File: config.mk
export PLATFORM = sky130hd
export DESIGN_NAME = pipeline_stall_ctrl_flat
export DESIGN_NICKNAME = d
export VERILOG_FILES = /design/src/rtl/pipeline_stall_ctrl_if.sv /design/src/rtl/pipeline_stall_ctrl.sv /design/src/flat_wrapper.sv
export SDC_FILE = /design/constraint.sdc
export NUM_CORES = 1
export LEC_CHECK = 0
export ABC_AREA = 1
export CAP_MARGIN = 20
export CORE_MARGIN = 4
export CORE_UTILIZATION = 48
export DETAILED_ROUTE_END_ITERATION = 10
export GPL_ROUTABILITY_DRIVEN = 1
export GPL_TIMING_DRIVEN = 0
export PLACE_DENSITY = 0.81
export SYNTH_ARGS = -nofsm -noshare
export SYNTH_HDL_FRONTEND = slang
export SYNTH_SLANG_ARGS = --single-unit
File: constraint.sdc
create_clock -name clk -period 4 [get_ports clk]
set_input_delay 0.6 -clock clk [delete_from_list [all_inputs] [get_ports clk]]
set_output_delay 0.6 -clock clk [all_outputs]
set_load 0.05 [all_outputs]
File: src/rtl/pipeline_stall_ctrl_if.sv
// Hazard-control bundle between the pipeline datapath and the stall controller.
// The datapath side (master) reports hazard sources and consumes the register
// enables/flushes; the controller side (slave) does the reverse.
interface pipeline_stall_ctrl_if #(
    parameter int REG_ADDR_W = 5
);
    logic [REG_ADDR_W-1:0] id_rs;
    logic [REG_ADDR_W-1:0] id_rt;
    logic                  ex_mem_read;
    logic [REG_ADDR_W-1:0] ex_rt;
    logic                  branch_taken;
    logic                  md_start;
    logic                  mem_stall;

    logic                  pc_en;
    logic                  ifid_en;
    logic                  idex_en;
    logic                  exmem_en;
    logic                  memwb_en;
    logic                  ifid_flush;
    logic                  idex_flush;
    logic                  exmem_flush;
    logic                  md_busy;
    logic                  md_done;

    modport master (
        output id_rs, id_rt, ex_mem_read, ex_rt, branch_taken, md_start, mem_stall,
        input  pc_en, ifid_en, idex_en, exmem_en, memwb_en,
        input  ifid_flush, idex_flush, exmem_flush, md_busy, md_done
    );

    modport slave (
        input  id_rs, id_rt, ex_mem_read, ex_rt, branch_taken, md_start, mem_stall,
        output pc_en, ifid_en, idex_en, exmem_en, memwb_en,
        output ifid_flush, idex_flush, exmem_flush, md_busy, md_done
    );
endinterface

File: src/rtl/pipeline_stall_ctrl.sv
// Central hazard/stall controller for the 5-stage MIPS pipeline.
// Drives enables/flushes of the PC, IF/ID, ID/EX, EX/MEM and MEM/WB registers,
// resolving load-use hazards, taken branches, multi-cycle mult/div occupancy
// and data-memory wait states. Priority: reset, mem_stall, MD_WAIT, branch,
// load-use, default.
// Optional: define PIPE_PERF_CNT_EN to add the saturating stall_cycles counter.
module pipeline_stall_ctrl #(
    parameter int MD_LATENCY = 32,
    parameter int REG_ADDR_W = 5
) (
    input  logic                   clk,
    input  logic                   rst_n,
    pipeline_stall_ctrl_if.slave   bus
`ifdef PIPE_PERF_CNT_EN
    ,
    output logic [31:0]            stall_cycles
`endif
);

    typedef enum logic {
        RUN     = 1'b0,
        MD_WAIT = 1'b1
    } state_t;

    // Cycle 1 of a mult/div is spent in RUN, so the wait count covers the rest
    // minus the final (count==0) cycle.
    localparam logic [7:0] MD_LOAD = 8'(MD_LATENCY - 2);
    localparam logic [REG_ADDR_W-1:0] ZERO_REG = '0;

    state_t     state, state_nxt;
    logic [7:0] md_cnt, md_cnt_nxt;
    logic       retire, retire_nxt;
    logic       load_use;

    assign load_use = bus.ex_mem_read && (bus.ex_rt != ZERO_REG) &&
                      ((bus.ex_rt == bus.id_rs) || (bus.ex_rt == bus.id_rt));

    // Hazard state: FSM state, MD countdown and the retire guard.
    always_ff @(posedge clk or negedge rst_n) begin
        if (!rst_n) begin
            state  <= RUN;
            md_cnt <= 8'd0;
            retire <= 1'b0;
        end else begin
            state  <= state_nxt;
            md_cnt <= md_cnt_nxt;
            retire <= retire_nxt;
        end
    end

    // Next-state logic and register enable/flush decode, all forced low in reset.
    always_comb begin
        state_nxt       = state;
        md_cnt_nxt      = md_cnt;
        retire_nxt      = retire;
        bus.pc_en       = 1'b0;
        bus.ifid_en     = 1'b0;
        bus.idex_en     = 1'b0;
        bus.exmem_en    = 1'b0;
        bus.memwb_en    = 1'b0;
        bus.ifid_flush  = 1'b0;
        bus.idex_flush  = 1'b0;
        bus.exmem_flush = 1'b0;
        bus.md_busy     = 1'b0;
        bus.md_done     = 1'b0;

        if (rst_n) begin
            case (state)
                RUN: begin
                    // A frozen pipe keeps the retiring mult/div and its guard in place.
                    if (!bus.mem_stall) begin
                        retire_nxt = 1'b0;
                        if (bus.md_start && !retire) begin
                            state_nxt  = MD_WAIT;
                            md_cnt_nxt = MD_LOAD;
                        end
                    end
                end
                MD_WAIT: begin
                    // The countdown runs even while memory stalls the pipe.
                    bus.md_busy = 1'b1;
                    if (md_cnt == 8'd0) begin
                        bus.md_done = 1'b1;
                        state_nxt   = RUN;
                        retire_nxt  = 1'b1;
                    end else begin
                        md_cnt_nxt = md_cnt - 8'd1;
                    end
                end
                default: begin
                    state_nxt = RUN;
                end
            endcase

            if (bus.mem_stall) begin
                // Whole pipe frozen: every enable and flush stays low.
            end else if (state == MD_WAIT) begin
                bus.exmem_en    = 1'b1;
                bus.exmem_flush = 1'b1;
                bus.memwb_en    = 1'b1;
            end else if (bus.branch_taken) begin
                bus.pc_en      = 1'b1;
                bus.ifid_en    = 1'b1;
                bus.idex_en    = 1'b1;
                bus.exmem_en   = 1'b1;
                bus.memwb_en   = 1'b1;
                bus.ifid_flush = 1'b1;
                bus.idex_flush = 1'b1;
            end else if (load_use) begin
                bus.idex_en    = 1'b1;
                bus.exmem_en   = 1'b1;
                bus.memwb_en   = 1'b1;
                bus.idex_flush = 1'b1;
            end else begin
                bus.pc_en    = 1'b1;
                bus.ifid_en  = 1'b1;
                bus.idex_en  = 1'b1;
                bus.exmem_en = 1'b1;
                bus.memwb_en = 1'b1;
            end
        end
    end

`ifdef PIPE_PERF_CNT_EN
    // Saturating count of cycles in which the PC is held.
    always_ff @(posedge clk or negedge rst_n) begin
        if (!rst_n) begin
            stall_cycles <= 32'd0;
        end else if (!bus.pc_en && (stall_cycles != 32'hFFFF_FFFF)) begin
            stall_cycles <= stall_cycles + 32'd1;
        end
    end
`endif

endmodule

File: src/flat_wrapper.sv
// flat-port wrapper written by rule: the top's interface ports become plain ports
module pipeline_stall_ctrl_flat 
#(
    parameter int MD_LATENCY = 32,
    parameter int REG_ADDR_W = 5
)
  (clk, rst_n, bus_id_rs, bus_id_rt, bus_ex_mem_read, bus_ex_rt, bus_branch_taken, bus_md_start, bus_mem_stall, bus_pc_en, bus_ifid_en, bus_idex_en, bus_exmem_en, bus_memwb_en, bus_ifid_flush, bus_idex_flush, bus_exmem_flush, bus_md_busy, bus_md_done);
  pipeline_stall_ctrl_if #(.REG_ADDR_W(REG_ADDR_W)) bus_i ();
  input  logic clk;
  input  logic rst_n;
  input wire logic [$bits(bus_i.id_rs)-1:0] bus_id_rs;
  input wire logic [$bits(bus_i.id_rt)-1:0] bus_id_rt;
  input wire logic [$bits(bus_i.ex_mem_read)-1:0] bus_ex_mem_read;
  input wire logic [$bits(bus_i.ex_rt)-1:0] bus_ex_rt;
  input wire logic [$bits(bus_i.branch_taken)-1:0] bus_branch_taken;
  input wire logic [$bits(bus_i.md_start)-1:0] bus_md_start;
  input wire logic [$bits(bus_i.mem_stall)-1:0] bus_mem_stall;
  output wire logic [$bits(bus_i.pc_en)-1:0] bus_pc_en;
  output wire logic [$bits(bus_i.ifid_en)-1:0] bus_ifid_en;
  output wire logic [$bits(bus_i.idex_en)-1:0] bus_idex_en;
  output wire logic [$bits(bus_i.exmem_en)-1:0] bus_exmem_en;
  output wire logic [$bits(bus_i.memwb_en)-1:0] bus_memwb_en;
  output wire logic [$bits(bus_i.ifid_flush)-1:0] bus_ifid_flush;
  output wire logic [$bits(bus_i.idex_flush)-1:0] bus_idex_flush;
  output wire logic [$bits(bus_i.exmem_flush)-1:0] bus_exmem_flush;
  output wire logic [$bits(bus_i.md_busy)-1:0] bus_md_busy;
  output wire logic [$bits(bus_i.md_done)-1:0] bus_md_done;
  assign bus_i.id_rs = bus_id_rs;
  assign bus_i.id_rt = bus_id_rt;
  assign bus_i.ex_mem_read = bus_ex_mem_read;
  assign bus_i.ex_rt = bus_ex_rt;
  assign bus_i.branch_taken = bus_branch_taken;
  assign bus_i.md_start = bus_md_start;
  assign bus_i.mem_stall = bus_mem_stall;
  assign bus_pc_en = bus_i.pc_en;
  assign bus_ifid_en = bus_i.ifid_en;
  assign bus_idex_en = bus_i.idex_en;
  assign bus_exmem_en = bus_i.exmem_en;
  assign bus_memwb_en = bus_i.memwb_en;
  assign bus_ifid_flush = bus_i.ifid_flush;
  assign bus_idex_flush = bus_i.idex_flush;
  assign bus_exmem_flush = bus_i.exmem_flush;
  assign bus_md_busy = bus_i.md_busy;
  assign bus_md_done = bus_i.md_done;
  pipeline_stall_ctrl #(.MD_LATENCY(MD_LATENCY), .REG_ADDR_W(REG_ADDR_W)) u_core (.clk(clk), .rst_n(rst_n), .bus(bus_i));
endmodule
==> results.ini, run 1 <==
[power]
pwr-share-clk=0.137
p_leak_nw=0.684
p_switching_w=0.000329
p_sw_frac=0.482
p_int_w=0.000354
seq_power_share=0.272
total_power_w=0.000683
power_density_nw_per_um2=543
vdd_ir_drop_max_v=0.000296
p_comb_frac=0.591

[timing]
slew_viol_final=0
hold_viol_final=0
rsz0062_at_grt=false
worst_pin_slew_ns=0.575
fin_setup_tns_ns=0
timing.final.crit_share=0.845
fin_skew_ns=0.00667
clock.fmax_ghz=0.296
setup_viol=0
period_needed_ns=3.38
slew_headroom=0.616

[global_routing]
grt_max_degree=14
grtUsageTotal=0.177
grt_overflow_total=0
grt_pass1_vias=944
antenna_found_initial=0
grt_first_pass_wirelength_microns=3590

[route]
remaining_drc_errors=0
drt_iter0_drc=22
dr_total_vias=1025
postRouteAntennaNets=0
avgRoutedWirePerCell_microns=9.69
wl_microns=2060
dr.pass1.iters=6
via_per_inst=4.83

[placement]
dp_hpwl_microns=1730
port_buffers=30
place.gp.congestion=0.758

[critical_path]
rr_worst_depth=8
slowest_delay_ns=0.79
slowest_stage=clkdlybuf4s50_1
cp_top_family=buffers and inverters
worstPathMaxFanout=13
critical_path_required_ns=3.40
r2r_slack_ns=2.53
worstSetupEndpointType=output port
crit_buf_inv=5
crit_type=input pin to output port
cp-start-kind=input pin
timing.rr.end=u_core.state$_DFFE_PN0P_
crit_chain=dlymetal6s2s_1, inv_1, nor2_1, inv_1, nor2_1, nand2_1, nand2_1, buf_4, clkdlybuf4s50_1
r2r-start=u_core.md_cnt[0]$_DFFE_PN0P_
cp.arrival_ns=2.78

[min_path]
hold_class=input pin to asynchronous set/reset pin

[yosys]
ys_top_cells_by_count=62 x nand2_1, 26 x inv_1, 14 x nor2_1, 13 x nand3_1, 10 x dfrtp_1
yosysMostFrequentCell=nand2_1
synth-seq-cells=10
synthFlopType=dfrtp_1
synth_top_area_frac=0.282
synth_edf_count=0
syn_area_sq_um=888
yosysSeqAreaShare=0.282
yosysTopAreaCell=dfrtp_1
avgSynthCellArea_sq_um=5.81
yosysWarnings=0
synth_cells=153
syn_nets=176
yosysUniqueCellTypes=20
synthTopCellsByArea=dfrtp_1 28%, nand2_1 26%, inv_1 11%
ys_async_sr_fraction=1.00

[clock_network]
cts.clk_slew.worst_paths_ns=0.08
cts_buffers=3
hold_buffers=0
worstSkewPairLatency_ns=0.27
ctsHtreeMaxLevel=1
cts-root-buf=clkbuf_4
tritoncts=built
clkSinkCount=10
cts_buffer_depth=2

[floorplan]
row_count=15
core_sq_um=1750
ioPinCount=31
fp.dieW_microns=51.0
die_y_microns=51.0
die-area_sq_um=2600
initial_core_util=0.509

[layout]
layout.nets=211
n_antenna_cell=0
layout-drive-gt1-share=0.0856
syn2layout_area_growth_pct=41.7

[outcome]
outcome=finished clean

[flow_run]
max_cap_violations=0

layout by cell type (no fill, tap or decap), types with 3 or more instances in the layout:
master | netlist | routed
inv_1 | 26 | 26
clkbuf_4 | 0 | 3
nor2_1 | 14 | 14
o21ai_1 | 4 | 4
o21ai_0 | 3 | 3
inv_2 | 3 | 3
nand3_1 | 13 | 13
nand2_1 | 62 | 62
buf_4 | 3 | 3
dfrtp_1 | 10 | 10
clkdlybuf4s50_1 | 0 | 29
registers in the layout, summed over array words and instances (netlist names):
| register | flops |
|---|---|
| u_core.state | 1 |
| u_core.md_cnt | 8 |
| u_core.retire | 1 |
metal layers:
metal  vias up  GRT usage  part of all wire  wire length [microns]
met4         0     0.0673             0.016                     32
li1        531          -                 -                      -
met2        32      0.361              0.54                   1110
met3         5     0.0262             0.042                     87
met5         -          0                 0                      0
met1       457      0.174              0.40                    825
power groups by stage:
stage                     Sequential, W  Combinational [W]  Clock [W]
after floorplan                0.000179           0.000305          0
after global placement         0.000185           0.000392          0
after detailed placement       0.000187           0.000401          0
after CTS                      0.000186           0.000406  0.0000951
after global routing           0.000192           0.000463   0.000101
final                          0.000186           0.000404  0.0000938
through the flow:
| step | hold slack, ns | area (sq um) | setup slack (ns) | utilization | cells |
|---|---|---|---|---|---|
| 2_1_floorplan | 0.304 | 888 | 0.235 | - | 153 |
| 3_3_place_gp | 0.454 | 1220 | 0.239 | 0.699 | 208 |
| 3_5_place_dp | 0.464 | 1220 | 0.191 | 0.699 | 208 |
| 4_1_cts | 0.480 | 1260 | 0.196 | 0.720 | 212 |
| 5_1_grt | 0.335 | 1260 | 0.370 | 0.721 | 212 |
| 6_report | 0.304 | 1260 | 0.619 | 0.721 | 212 |
layout make-up:
class / instances / area [sq um]
multi-input cells: 110 / 495
fillers: 149 / 487
repair buffers: 30 / 303
flip-flops and latches: 10 / 250
inverters: 29 / 109
clock buffers: 4 / 36.3
plain buffers: 4 / 33.8
well taps: 25 / 31.3
worst register-to-register path, delay by kind of cell, from the launching register on:
family,cells,cell delay [ns]
AND/OR/NAND/NOR,3,0.27
AO/OA/AOI/OAI,2,0.26
flip-flops,1,0.38
adder cells (fa/ha/maj),1,0.16
buffers and inverters,2,0.27
cells by family after synthesis:
family	Yosys count	synth area share
buf+inv	33	0.161
compound gates	9	0.0549
fa+ha+maj	2	0.0282
simple gates	97	0.455
xor+xnor	2	0.0197
flops	10	0.282
how the worst max path moves through the flow:
stage | start | endpoint | slack [ns] | cells past startpoint
final | rst_n | bus_pc_en | 0.62 | 9
after global routing | rst_n | bus_pc_en | 0.37 | 9
after CTS | rst_n | bus_pc_en | 0.20 | 9
after detailed placement | rst_n | bus_pc_en | 0.19 | 9
after global placement | rst_n | bus_pc_en | 0.24 | 9
after floorplan | rst_n | bus_pc_en | 0.23 | 7
timing repair:
item                                    4_1_cts  5_1_grt
setup buffers                                 0        0
endpoints found under the setup margin        0        1
hold endpoints to repair                      0        0
resized for setup                             0        1
Power figures use the tool's default switching activity.
==> inputs of run 2 (changes only) <==
Settings changed: CORE_UTILIZATION 48 to 40, PLACE_DENSITY 0.81 to 0.72.
Clock period 4 ns to 2.98 ns, I/O delays scaled along.
==> run 2 against run 1 <==
Effect of this change: critical path depth shrank 1; count of clock-buffer cells in the layout shrank 1; hold slack lost 0.15 ns; sequential share of layout area is essentially flat; non-clock buffer count is the same; cell count grew 0.47%; cell area shrank 0.20%; critical path type unchanged.
==> results.ini, run 2 (synthesized netlist as in run 1, its figures left out) <==
[route]
via_per_inst=4.71  ; was 4.83
avgRoutedWirePerCell_microns=9.77  ; was 9.69 microns
postRouteAntennaNets=0  ; unchanged
drt_iter0_drc=17  ; was 22
wl_microns=2080  ; was 2060 microns
dr.pass1.iters=7  ; was 6
remaining_drc_errors=0  ; unchanged
dr_total_vias=1003  ; was 1025

[clock_network]
cts.clk_slew.worst_paths_ns=0.07  ; was 0.08 ns
ctsHtreeMaxLevel=1  ; unchanged
cts_buffer_depth=2  ; unchanged
worstSkewPairLatency_ns=0.27  ; about the same
cts-root-buf=clkbuf_4  ; unchanged
cts_buffers=3  ; unchanged
hold_buffers=0  ; unchanged
clkSinkCount=10  ; unchanged
tritoncts=built  ; unchanged

[layout]
reg_top3=u_core.md_cnt (8), u_core.retire (1), u_core.state (1)  ; unchanged
fill_cells=196  ; was 149
final_common_cell=nand2_1  ; unchanged
layout.nets=211  ; unchanged
layout-drive-gt1-share=0.0968  ; was 0.0856
regMostFlops=u_core.md_cnt  ; unchanged
final_cell_mix=62 x nand2_1, 27 x clkdlybuf4s50_1, 26 x inv_1  ; was 62 x nand2_1, 29 x clkdlybuf4s50_1, 26 x inv_1
seq_area_sq_um=250  ; unchanged
syn2layout_area_growth_pct=41.4  ; was 41.7%
multi_input_area_sq_um=500  ; was 495 sq um
largest_reg_flops=8  ; unchanged
fin_util=0.615  ; was 0.721
final_cells=213  ; was 212
n_antenna_cell=0  ; unchanged

[timing]
setup_viol=0  ; unchanged
slew_viol_final=0  ; unchanged
rsz0062_at_grt=false  ; unchanged
fin_ws_ns=0.206  ; was 0.619 ns
slew_headroom=0.660  ; was 0.616
timing.final.crit_share=0.931
fin_setup_tns_ns=0  ; unchanged
worst_pin_slew_ns=0.509  ; was 0.575 ns
hold_viol_final=0  ; unchanged
period_needed_ns=2.77
clock.fmax_ghz=0.360
fin_skew_ns=0.00861  ; was 0.00667 ns

[global_routing]
grtUsageTotal=0.157  ; was 0.177
grt_pass1_vias=904  ; was 944
grt_max_degree=14  ; unchanged
antenna_found_initial=0  ; unchanged
grt_first_pass_wirelength_microns=3500  ; was 3590 microns
grt_overflow_total=0  ; unchanged

[outcome]
outcome=finished clean  ; unchanged

[power]
p_switching_w=0.000442  ; was 0.000329 W
power_density_nw_per_um2=708  ; was 543 nW/um^2
p_leak_nw=0.699  ; was 0.684 nW
pwr-share-clk=0.103  ; was 0.137
vdd_ir_drop_max_v=0.000430  ; was 0.000296 V
p_sw_frac=0.497  ; was 0.482
seq_power_share=0.284  ; was 0.272
p_int_w=0.000447  ; was 0.000354 W
p_comb_frac=0.613  ; was 0.591

[placement]
port_buffers=30  ; unchanged
dp_hpwl_microns=1760  ; was 1730 microns
place.gp.congestion=0.771  ; was 0.758
dp.cells=210  ; was 208
dp_slack_ns=-0.412  ; was 0.191 ns

[critical_path]
rr_worst_depth=9  ; was 8
cp-start-kind=input pin  ; unchanged
worstPathMaxFanout=13  ; unchanged
r2r-start=u_core.md_cnt[0]$_DFFE_PN0P_  ; unchanged
worstSetupEndpointType=output port  ; unchanged
crit_buf_inv=4  ; was 5
crit_chain=clkdlybuf4s15_2, inv_1, nor2_2, inv_1, nor2_2, nand2_1, nand2_1, clkdlybuf4s50_1  ; was dlymetal6s2s_1, inv_1, nor2_1, inv_1, nor2_1, nand2_1, nand2_1, buf_4, clkdlybuf4s50_1
cp_top_family=buffers and inverters  ; unchanged
slowest_stage=clkdlybuf4s50_1  ; unchanged
critical_path_required_ns=2.53  ; was 3.40 ns
r2r_slack_ns=1.47  ; was 2.53 ns
slowest_delay_ns=0.81  ; was 0.79 ns
timing.rr.end=u_core.md_cnt[7]$_DFFE_PN0P_  ; was u_core.state$_DFFE_PN0P_
crit_type=input pin to output port  ; unchanged
cp.arrival_ns=2.33  ; was 2.78 ns

[floorplan]
row_count=16  ; was 15
fp.dieW_microns=55.1  ; was 51.0 microns
ioPinCount=31  ; unchanged
initial_core_util=0.435  ; was 0.509
die_y_microns=55.1  ; was 51.0 microns
die-area_sq_um=3040  ; was 2600 sq um
core_sq_um=2040  ; was 1750 sq um

[min_path]
hold_class=input pin to asynchronous set/reset pin  ; unchanged

[flow_run]
max_cap_violations=0  ; unchanged

run 2: cell count changes in the layout (fill, tap and decap cells not counted):
cell and delta:
clkdlybuf4s50_1 -2, nor2_1 -2, nor2_2 +2, clkbuf_8 -1, clkdlybuf4s15_2 +1, dlymetal6s2s_1 +1
run 2: power by group through the flow:
stage / Combinational, W / Clock, W / Sequential [W]
2_1_floorplan: 0.000411 / 0 / 0.000240
3_3_place_gp: 0.000530 / 0 / 0.000248
3_5_place_dp: 0.000546 / 0 / 0.000253
4_1_cts: 0.000549 / 0.0000943 / 0.000251
5_1_grt: 0.000620 / 0.0000985 / 0.000261
6_report: 0.000545 / 0.0000919 / 0.000252
run 2: per-layer routing:
| metal | vias up | global-route usage | wire [microns] |
|---|---|---|---|
| li1 | 531 | - | - |
| met1 | 443 | 0.175 | 857 |
| met2 | 25 | 0.291 | 1060 |
| met3 | 4 | 0.0509 | 141 |
| met4 | 0 | 0.0243 | 21 |
| met5 | - | 0 | 0 |
run 2: worst max path at each step:
stage / start / end / slack [ns] / depth (start not counted)
after floorplan: rst_n / bus_pc_en / 0.09 / 7
after global placement: rst_n / bus_pc_en / -0.36 / 9
after detailed placement: rst_n / bus_pc_en / -0.41 / 9
after CTS: bus_ex_rt[4] / bus_pc_en / 0.07 / 12
after global routing: rst_n / bus_ifid_en / 0.01 / 8
final: rst_n / bus_ifid_en / 0.21 / 8
run 2: area by class of cell:
| cell class | count | share of cell area |
|---|---|---|
| clock buffers | 3 | 0.0179 |
| inverters | 29 | 0.0867 |
| well taps | 27 | 0.0269 |
| multi-input cells | 110 | 0.398 |
| plain buffers | 4 | 0.0269 |
| flip-flops and latches | 10 | 0.199 |
| repair buffers | 30 | 0.244 |
run 2: repair_timing:
item / CTS / global route
hold endpoints to repair: 0 / 0
buffers inserted: 0 / 0
gates resized for setup: 3 / 2
setup endpoints to repair: 7 / 2
run 2: worst register-to-register path, cell delays in order (launching register included):
cell and delay, ns:
dfrtp_1 0.38, inv_1 0.15, ha_1 0.17, nand3_1 0.11, o21ai_2 0.20, nand2_2 0.08, nand2_2 0.09, buf_6 0.14
nand2_1 0.06, nand2_1 0.06
run 2: metrics by stage:
stage | total power, W | cell area (sq um) | hold WS, ns
after CTS | 0.000894 | 1250 | 0.158
after global placement | 0.000778 | 1230 | 0.456
after floorplan | 0.000652 | 893 | 0.151
after detailed placement | 0.000799 | 1230 | 0.460
after global routing | 0.000980 | 1260 | 0.175
final | 0.000889 | 1260 | 0.150
==> inputs of run 3 (changes only) <==
Settings changed: SETUP_SLACK_MARGIN set to 0.3.
==> run 3 against run 2 <==
Effect of this change: maximum frequency up 7.5%; count of clock-buffer cells in the layout unchanged; wire length down 1.5%; setup slack better by 0.19 ns; cell count unchanged; first-iteration DRC count up 24%; global-route usage up 0.38 points; critical path type is now register to output port; critical endpoint is now bus_md_done; highest routed layer unchanged.
==> results.ini, run 3 (synthesized netlist as in run 1, its figures left out) <==
[global_routing]
grt_max_degree=14  ; unchanged
antenna_found_initial=0  ; unchanged
grtUsageTotal=0.160  ; was 0.157
grt_overflow_total=0  ; unchanged
grt_pass1_vias=901  ; was 904
grt_first_pass_wirelength_microns=3500  ; unchanged

[clock_network]
cts.clk_slew.worst_paths_ns=0.06  ; was 0.07 ns
cts_setup_buffers=0  ; unchanged
cts_buffers=3  ; unchanged
cts-root-buf=clkbuf_4  ; unchanged
worstSkewPairLatency_ns=0.27  ; about the same
tritoncts=built  ; unchanged
clkSinkCount=10  ; unchanged
ctsHtreeMaxLevel=1  ; unchanged
cts_buffer_depth=2  ; unchanged

[timing]
period_needed_ns=2.58  ; was 2.77 ns
worst_pin_slew_ns=0.501  ; was 0.509 ns
hold_viol_final=0  ; unchanged
rsz0062_at_grt=false  ; unchanged
fin_skew_ns=0.00409  ; was 0.00861 ns
slew_viol_final=0  ; unchanged
clock.fmax_ghz=0.387  ; was 0.360 GHz
timing.final.crit_share=0.866  ; was 0.931
setup_viol=0  ; unchanged
whs_ns=0.143  ; was 0.150 ns
slew_headroom=0.665  ; was 0.660

[layout]
final_cells=213  ; unchanged
seq_area_sq_um=250  ; unchanged
final_common_cell=nand2_1  ; unchanged
fin_util=0.614  ; was 0.615
n_antenna_cell=0  ; unchanged
largest_reg_flops=8  ; unchanged
fill_cells=210  ; was 196
reg_top3=u_core.md_cnt (8), u_core.retire (1), u_core.state (1)  ; unchanged
regMostFlops=u_core.md_cnt  ; unchanged
layout-drive-gt1-share=0.102  ; was 0.0968
final_cell_mix=62 x nand2_1, 26 x inv_1, 25 x clkdlybuf4s50_1  ; was 62 x nand2_1, 27 x clkdlybuf4s50_1, 26 x inv_1
layout.nets=211  ; unchanged
multi_input_area_sq_um=510  ; was 500 sq um
syn2layout_area_growth_pct=41.1  ; was 41.4%

[critical_path]
timing.rr.end=u_core.state$_DFFE_PN0P_  ; was u_core.md_cnt[7]$_DFFE_PN0P_
critical_path_required_ns=2.53  ; about the same
worstSetupEndpointType=output port  ; unchanged
cp.arrival_ns=2.13  ; was 2.33 ns
cp-start-kind=register  ; was input pin
r2r-start=u_core.md_cnt[0]$_DFFE_PN0P_  ; unchanged
worstPathMaxFanout=5  ; was 13
r2r_slack_ns=1.48  ; was 1.47 ns
crit_type=register to output port  ; was input pin to output port
rr_worst_depth=8  ; was 9

[power]
power_density_nw_per_um2=707  ; was 708 nW/um^2
vdd_ir_drop_max_v=0.000474  ; was 0.000430 V
p_leak_nw=0.678  ; was 0.699 nW
total_power_w=0.000887  ; was 0.000889 W

[route]
drt_iter0_drc=21  ; was 17
wl_microns=2050  ; was 2080 microns
dr.pass1.iters=4  ; was 7
dr_total_vias=954  ; was 1003
postRouteAntennaNets=0  ; unchanged
remaining_drc_errors=0  ; unchanged
via_per_inst=4.48  ; was 4.71
avgRoutedWirePerCell_microns=9.62  ; was 9.77 microns

[placement]
dp_hpwl_microns=1700  ; was 1760 microns
place.gp.congestion=0.771  ; about the same
port_buffers=30  ; unchanged
dp.cells=210  ; unchanged

[floorplan]
core_sq_um=2040  ; unchanged
initial_core_util=0.435  ; unchanged
row_count=16  ; unchanged
die_y_microns=55.1  ; unchanged
ioPinCount=31  ; unchanged
fp.dieW_microns=55.1  ; unchanged
die-area_sq_um=3040  ; unchanged

[flow_run]
max_cap_violations=0  ; unchanged

[outcome]
outcome=finished clean  ; unchanged

[min_path]
hold_class=input pin to asynchronous set/reset pin  ; unchanged

==> run 3: cell count changes in the layout (fill, tap and decap cells not counted) <==
cell / before / now
clkdlybuf4s50_1: 27 / 25
clkbuf_2: 0 / 1
dlymetal6s2s_1: 2 / 0
nor2_4: 0 / 2
dlygate4sd2_1: 0 / 2
clkdlybuf4s15_1: 0 / 1
nor2_2: 3 / 1
==> run 3: how the worst max path moves through the flow <==
| stage | start | end | slack, ns |
|---|---|---|---|
| 6_report | u_core.md_cnt[0]$_DFFE_PN0P_ | bus_md_done | 0.40 |
| 2_1_floorplan | rst_n | bus_pc_en | 0.48 |
| 4_1_cts | bus_ex_rt[4] | bus_pc_en | 0.38 |
| 3_5_place_dp | rst_n | bus_pc_en | -0.35 |
| 3_3_place_gp | rst_n | bus_pc_en | -0.34 |
| 5_1_grt | u_core.md_cnt[0]$_DFFE_PN0P_ | bus_md_done | 0.31 |
==> run 3: cell type report <==
type | count | share of cell area
buffer | 4 | 0.0269
inverter | 29 | 0.0868
sequential | 10 | 0.200
clock buffer | 3 | 0.0180
tap | 27 | 0.0269
multi-input combinational | 110 | 0.407
timing repair buffer | 30 | 0.235
==> run 3: critical path: stages (launching register included) <==
cell	delay (ns)
dfrtp_1	0.38
inv_1	0.15
ha_1	0.18
nand3_1	0.11
nor3_1	0.21
clkdlybuf4s50_1	0.84
==> run 3: metrics by stage <==
step	setup TNS [ns]	cell area [sq um]	setup slack, ns
floorplan	0	903	0.476
global placement	-1.12	1240	-0.335
detailed placement	-1.22	1240	-0.349
CTS	0	1260	0.377
global route	0	1250	0.310
finish	0	1250	0.399
==> run 3: power by group <==
group	internal, W	switching, W	total (W)	leakage [nW]
Sequential	0.000201	0.0000508	0.000252	0.127
Clock	0.0000468	0.0000479	0.0000947	0.0138
Combinational	0.000196	0.000345	0.000540	0.538
Total	0.000443	0.000444	0.000887	0.678
==> run 3: what timing repair did <==
| item | CTS | global route |
|---|---|---|
| cloned | 0 | 0 |
| hold buffers | 0 | 0 |
| setup endpoints to repair | 10 | 2 |
| gates resized for setup | 7 | 3 |
==> run 3: per-layer routing <==
metal	GRT usage	wire length [microns]	up-vias
met5	0	0	-
met4	0.0243	9	0
met3	0.0563	122	2
met2	0.299	1020	23
met1	0.176	893	397
li1	-	-	532
